==> src/rtl/islip_pkg.sv <==
// Shared definitions for the iSLIP scheduler: FSM encodings, width helper
// and the statistics counter width (used when ISLIP_STATS_EN is defined).
package islip_pkg;

    typedef enum logic [1:0] {
        IDLE = 2'd0,
        ITER = 2'd1,
        DONE = 2'd2
    } state_t;

    localparam int STAT_W = 16;

    // Ceiling log2 for elaboration-time width computation.
    function automatic int clog2(input int v);
        int r;
        r = 0;
        while ((1 << r) < v) r++;
        return r;
    endfunction

endpackage

==> src/rtl/islip_sched_rr_select.sv <==
// Programmable-priority round-robin selector: grants the first set request
// at or after ptr, wrapping modulo number_ports (also for non-power-of-2 N).
module rr_select
    import islip_pkg::*;
#(
    parameter int  number_ports = 4,
    localparam int PTR_W        = clog2(number_ports)
) (
    input  logic [number_ports-1:0] req,
    input  logic [PTR_W-1:0]        ptr,
    output logic [number_ports-1:0] gnt,
    output logic                    any
);

    logic [PTR_W:0] idx;

    // Walk the ring starting at ptr and take the first requester.
    always_comb begin
        gnt = '0;
        any = 1'b0;
        idx = '0;
        for (int k = 0; k < number_ports; k++) begin
            idx = {1'b0, ptr} + (PTR_W+1)'(k);
            if (idx >= (PTR_W+1)'(number_ports))
                idx = idx - (PTR_W+1)'(number_ports);
            if (!any && req[idx[PTR_W-1:0]]) begin
                gnt[idx[PTR_W-1:0]] = 1'b1;
                any                 = 1'b1;
            end
        end
    end

endmodule

==> src/rtl/islip_sched.sv <==
// Multi-iteration iSLIP scheduler. One request/grant/accept pass per clock,
// ITERATIONS passes per round, conflict-free match presented in DONE.
// Optional ISLIP_STATS_EN adds saturating rounds/matches counters.
module islip_sched
    import islip_pkg::*;
#(
    parameter int  number_ports = 4,
    parameter int  ITERATIONS   = 2,
    localparam int PTR_W        = clog2(number_ports)
) (
    input  logic                            clk,
    input  logic                            reset,
    input  logic                            start,
    input  logic [number_ports*number_ports-1:0] request,
    output logic                            busy,
    output logic                            done,
    output logic [number_ports-1:0]         match_valid,
    output logic [number_ports*PTR_W-1:0]   destinations
`ifdef ISLIP_STATS_EN
   ,output logic [STAT_W-1:0]               rounds,
    output logic [STAT_W-1:0]               matches
`endif
);

    localparam int N = number_ports;

    state_t                    state;
    logic [N*N-1:0]            lreq;
    logic [PTR_W-1:0]          cnt;
    logic [N-1:0]              imat, omat, imat_n, omat_n, fp_v;
    logic [N-1:0][PTR_W-1:0]   wdst, wdst_n, fp_dst, gptr, aptr, a_idx;
    logic [N-1:0][N-1:0]       g_req, g_gnt, a_req, a_gnt;
    logic [N-1:0]              g_any, a_any;

    function automatic logic [PTR_W-1:0] ptr_inc(input logic [PTR_W-1:0] p);
        return (int'(p) == N-1) ? '0 : p + 1'b1;
    endfunction

    // Grant stage: one selector per output over still-unmatched inputs.
    for (genvar j = 0; j < N; j++) begin : g_out
        for (genvar i = 0; i < N; i++) begin : g_bit
            assign g_req[j][i] = lreq[i*N+j] & ~imat[i] & ~omat[j];
            assign a_req[i][j] = g_gnt[j][i] & g_any[j];
        end
        rr_select #(.number_ports(N)) u_gsel (
            .req(g_req[j]), .ptr(gptr[j]), .gnt(g_gnt[j]), .any(g_any[j]));
    end

    // Accept stage: one selector per input over the outputs granting it.
    for (genvar i = 0; i < N; i++) begin : g_in
        rr_select #(.number_ports(N)) u_asel (
            .req(a_req[i]), .ptr(aptr[i]), .gnt(a_gnt[i]), .any(a_any[i]));
    end

    // Fold this pass's accepts into the running match.
    always_comb begin
        a_idx  = '0;
        imat_n = imat;
        omat_n = omat;
        wdst_n = wdst;
        for (int i = 0; i < N; i++) begin
            for (int j = 0; j < N; j++)
                if (a_gnt[i][j]) a_idx[i] = PTR_W'(j);
            if (a_any[i]) begin
                imat_n[i]        = 1'b1;
                omat_n[a_idx[i]] = 1'b1;
                wdst_n[i]        = a_idx[i];
            end
        end
    end

    // Round FSM, match registers and persistent round-robin pointers.
    always_ff @(posedge clk or negedge reset) begin
        if (!reset) begin
            state        <= IDLE;
            busy         <= 1'b0;
            done         <= 1'b0;
            match_valid  <= '0;
            destinations <= '0;
            lreq         <= '0;
            cnt          <= '0;
            imat         <= '0;
            omat         <= '0;
            wdst         <= '0;
            fp_v         <= '0;
            fp_dst       <= '0;
            gptr         <= '0;
            aptr         <= '0;
        end else if (state == ITER) begin
            imat <= imat_n;
            omat <= omat_n;
            wdst <= wdst_n;
            cnt  <= cnt + 1'b1;
            // only first-pass accepts are allowed to move pointers
            if (cnt == '0) begin
                fp_v   <= a_any;
                fp_dst <= a_idx;
            end
            if (cnt == PTR_W'(ITERATIONS-1)) begin
                state        <= DONE;
                busy         <= 1'b0;
                done         <= 1'b1;
                match_valid  <= imat_n;
                destinations <= wdst_n;
            end
        end else begin
            if (state == DONE) begin
                for (int i = 0; i < N; i++)
                    if (fp_v[i]) begin
                        aptr[i]         <= ptr_inc(fp_dst[i]);
                        gptr[fp_dst[i]] <= ptr_inc(PTR_W'(i));
                    end
            end
            done  <= 1'b0;
            busy  <= start;
            state <= start ? ITER : IDLE;
            if (start) begin
                lreq <= request;
                cnt  <= '0;
                imat <= '0;
                omat <= '0;
                wdst <= '0;
            end
        end
    end

`ifdef ISLIP_STATS_EN
    logic [STAT_W:0] msum;

    // Running match total plus this round's popcount, one bit of headroom.
    always_comb begin
        msum = {1'b0, matches};
        for (int i = 0; i < N; i++)
            msum = msum + (STAT_W+1)'(match_valid[i]);
    end

    // Saturating round and match counters, advanced once per DONE cycle.
    always_ff @(posedge clk or negedge reset) begin
        if (!reset) begin
            rounds  <= '0;
            matches <= '0;
        end else if (done) begin
            if (rounds != '1) rounds <= rounds + 1'b1;
            matches <= msum[STAT_W] ? '1 : msum[STAT_W-1:0];
        end
    end
`endif

endmodule

==> config.mk <==
export PLATFORM = sky130hd
export DESIGN_NAME = islip_sched
export DESIGN_NICKNAME = d
export VERILOG_FILES = /design/src/rtl/islip_pkg.sv /design/src/rtl/islip_sched_rr_select.sv /design/src/rtl/islip_sched.sv
export SDC_FILE = /design/constraint.sdc
export NUM_CORES = 1
export LEC_CHECK = 0
export ABC_AREA = 1
export BUFFER_PORTS_ARGS = -buffer_cell sky130_fd_sc_hd__clkbuf_2
export CAP_MARGIN = 20
export CORE_MARGIN = 1.5
export CORE_UTILIZATION = 65
export CTS_BUF_LIST = sky130_fd_sc_hd__clkbuf_8
export DETAILED_ROUTE_END_ITERATION = 16
export HOLD_SLACK_MARGIN = 0.06
export PLACE_DENSITY = 0.92
export RECOVER_POWER = 100
export SLEW_MARGIN = 30
export SYNTH_ARGS = -nofsm -noshare
export SYNTH_HDL_FRONTEND = slang
export SYNTH_SLANG_ARGS = --single-unit
==> constraint.sdc <==
create_clock -name clk -period 4 [get_ports clk]
set_clock_uncertainty 0.1 [all_clocks]
set_input_delay 0.8 -clock clk [delete_from_list [all_inputs] [get_ports clk]]
set_output_delay 0.8 -clock clk [all_outputs]
set_load 0.005 [all_outputs]
==> impl_results.md <==
* Number of antenna violations at the first check in global routing at 1
* Number of endpoints with negative hold slack in the final report at 0
* Crit path max-delay cell type: sky130_fd_sc_hd__dfrtp_1
* Detail-routed net length per standard cell at 16.1 microns
* Final worst-path cycle share at roughly nine tenths
* Final HPWL DP at 14,300 microns
* Sequence of cells on the critical path: inv_1, ha_1, inv_1, nand3_1, nand2_1, nand2_1, nor2_4, nand3_2, nand3_2, nand3_1, nand2_1, and2_0, nand3_1, or2_1, a22oi_1, inv_1
* Worst hold path class: flop to flop
* Headroom to the max-slew limit at -26.3%
* Via count of the first global-routing pass at around 6,500
* Top Family by Delay on Critical Path: simple AND/OR/NAND/NOR gates
* Multi-input logic area at 4610 sq um
* Max-slew violation total from the final report at 77
* Post_cts resized at 0
* Grt ovf at 0
* Area delta synth->final at 5.98%
* Maximum net fanout on the critical path at 9
* Gate count of the mapped netlist at 993
* Vias per Instance at approximately 6
* Register bit count reported by yosys at 76
* DRT antenna net count at 0
* Number of buffers inserted by port buffering at 32
* Horiz. Die Dim at 107 microns
* H-tree levels at 3
* DRT iter0 DRCs at 662
* Maximum root-to-sink buffer count at 2
* Die area at approximately 12,000 sq um
* Number of nets in the layout at 1,119
* Share of post-route cells with drive strength above 1 at 13.8%
* Levels on crit path at 16
* DRC violations left at 0
* CTS Sinks at 76
* CTS Buf Count at 9
* Longest individual stage delay on the worst path at about 530 ps
* Average cell area after synthesis at 7.13 sq um
* Crit path DAT at 3750 ps
* Portion of the post-synthesis area used by sequential elements at a little over a quarter
* IO Pins at 33
* Type of the worst setup path: flop to flop
* Netlist Area Pre-Place at roughly 7100 sq um
* Global Route Usage Sum at around 34%
* Outcome: complete, but fails checks
* Leading post-synthesis cells by cell area: sky130_fd_sc_hd__dfrtp_1 27%, sky130_fd_sc_hd__nand2_1 13%, sky130_fd_sc_hd__ha_1 13%
* TritonCTS clock tree: yes
* Clock transition at path regs at 100 ps
* Number of distinct library cells after synthesis at 38
* Achievable Freq at around 280 MHz
* Total of hold buffers inserted after clock tree synthesis at 0
* Register area at 1900 sq um
* Post-synth top area cell: sky130_fd_sc_hd__dfrtp_1
* Core Box Area at around 10,000 sq um
* Number of detailed-route iterations in the first pass at 6
* Pin count of the biggest net entering global routing at 77
* Maxcap violations at 1
* Syn nets at 1,086
* Pin slew with the least headroom to its limit at 1900 ps
* Commonest non-fill, non-tap cells in the layout: 256 x sky130_fd_sc_hd__nand2_1, 174 x sky130_fd_sc_hd__nand3_1, 103 x sky130_fd_sc_hd__inv_1
* Drt total wl at about 19,000 microns
* Total buffers and inverters traversed by the critical path at 3
* Setup tns final at 0 ps
* Logic depth of the worst register-to-register path at 16
* Crit end category: flop
* Initial Utilization at 67.6%
* Setup Buffers After CTS at 0
* Startpoint Class: flop
* DR vias at ~7,000
* Fin crit period at 3590 ps
* Die height at 107 microns
* Count of warnings emitted by yosys at 0
* Cell chosen for the clock root: sky130_fd_sc_hd__clkbuf_8
* Required time of the critical path at 4160 ps
* Final setup vio count at 0
* Min-Delay Path Depth at 2
* Worst-Skew Late Latency at 370 ps
* First-pass GRT wire length at 31,100 microns
* Fraction of post-synthesis cell area in the top cell type by area at a little over a quarter
* Std-Cell Rows at 37
* Most common cell after layout, fill and taps aside: sky130_fd_sc_hd__nand2_1
* Fill cell total of the finished layout at 868
* Placer congestion estimate at ~1
* Setup repair after global routing missed its margin: false
* Violations in the final reports: max-capacitance violations, max-slew violations
metal layers:
metal | track usage, % | share of wire (%) | vias up | routed length, microns
met5 | 0 | 0 | - | 0
met4 | 14.7 | 4.0 | 0 | 758
met3 | 5.75 | 9.4 | 69 | 1770
met2 | 56.4 | 47 | 365 | 8780
met1 | 44.2 | 40 | 3229 | 7540
li1 | - | - | 3363 | -
logic make-up (layout without fill, tap and decap cells):
group,after synthesis,after routing,share of synthesized area (%)
buffers and inverters,133,171,7.34
and+or+nand+nor,609,609,43.5
other,0,1,0
adders and majority gates,74,74,13.1
muxes,12,12,1.91
AOI/OAI and AO/OA,89,89,7.29
DFF,76,76,26.9
state kept, by name, summed over array words and instances, names as in the netlist:
name	count
aptr	8
lreq	16
fp_v	4
fp_dst	8
state	1
omat	4
wdst	8
gptr	8
imat	4
match_valid	4
destinations	8
cnt	2
done	1
through the flow:
step,area (sq um),hold WS [ps],instances,worst slack (ps),utilization (%)
2_1_floorplan,7080,359,993,1150,-
6_report,7500,395,1168,412,71.7
5_1_grt,7500,418,1167,126,71.6
3_5_place_dp,7360,370,1151,579,70.3
3_3_place_gp,7360,364,1151,639,70.3
4_1_cts,7550,399,1167,566,72.2
worst reg2reg max path, delay by kind of cell (launching register included):
| kind | cells | cell delay, ps |
|---|---|---|
| simple gates | 11 | 1980 |
| flops | 1 | 530 |
| buf+inv | 3 | 380 |
| fa+ha+maj | 1 | 360 |
| compound gates | 1 | 140 |
final cells by class:
| cell class | count | area share [%] |
|---|---|---|
| diodes | 1 | 0.0334 |
| clock buffers | 10 | 1.84 |
| clock inverters | 6 | 0.718 |
| inverters | 121 | 6.06 |
| multi-input cells | 784 | 61.5 |
| flip-flops and latches | 76 | 25.4 |
| well taps | 136 | 2.27 |
| repair buffers | 34 | 2.19 |
path summary, 6_finish.rpt:
kind / from / slack (ps) / end
setup / recovery: gptr[3] / 410 / imat[1]
hold / removal: match_valid[0] / 390 / match_valid[0]
setup reg to reg: gptr[3] / 410 / imat[1]
hold reg to reg: match_valid[0] / 390 / match_valid[0]
max in group asynchronous: reset / 1820 / lreq[7]
min in group asynchronous: reset / 850 / lreq[0]
cells in the mapped netlist:
cell,count
sky130_fd_sc_hd__a22oi_1,4
sky130_fd_sc_hd__nand2_4,7
sky130_fd_sc_hd__nand3_4,6
sky130_fd_sc_hd__a22oi_2,1
sky130_fd_sc_hd__clkinv_1,2
sky130_fd_sc_hd__nand2_2,18
sky130_fd_sc_hd__buf_4,1
sky130_fd_sc_hd__o211ai_1,8
sky130_fd_sc_hd__ha_1,74
sky130_fd_sc_hd__inv_1,103
sky130_fd_sc_hd__a21oi_1,11
sky130_fd_sc_hd__nor2_2,8
sky130_fd_sc_hd__a22o_1,2
sky130_fd_sc_hd__and2_4,2
sky130_fd_sc_hd__a21boi_0,3
sky130_fd_sc_hd__nor2_4,6
sky130_fd_sc_hd__or2_1,3
sky130_fd_sc_hd__clkbuf_1,8
sky130_fd_sc_hd__buf_6,2
sky130_fd_sc_hd__nand3b_1,2
sky130_fd_sc_hd__o22ai_1,9
sky130_fd_sc_hd__nand4_2,2
sky130_fd_sc_hd__buf_2,1
sky130_fd_sc_hd__nand3b_2,1
sky130_fd_sc_hd__nand3_1,171
sky130_fd_sc_hd__o21ai_1,15
sky130_fd_sc_hd__mux2_2,12
sky130_fd_sc_hd__o21ai_0,34
sky130_fd_sc_hd__nor2_8,1
sky130_fd_sc_hd__inv_2,16
sky130_fd_sc_hd__nand4_1,27
sky130_fd_sc_hd__and2_1,2
sky130_fd_sc_hd__nor2_1,71
sky130_fd_sc_hd__nand3_2,31
sky130_fd_sc_hd__o21a_1,1
sky130_fd_sc_hd__dfrtp_1,76
sky130_fd_sc_hd__nand2_1,251
sky130_fd_sc_hd__o21ai_2,1
Power is left out: the tool's default activity adds up to more than one toggle a clock period on the data nets, which glitch-free logic cannot reach.
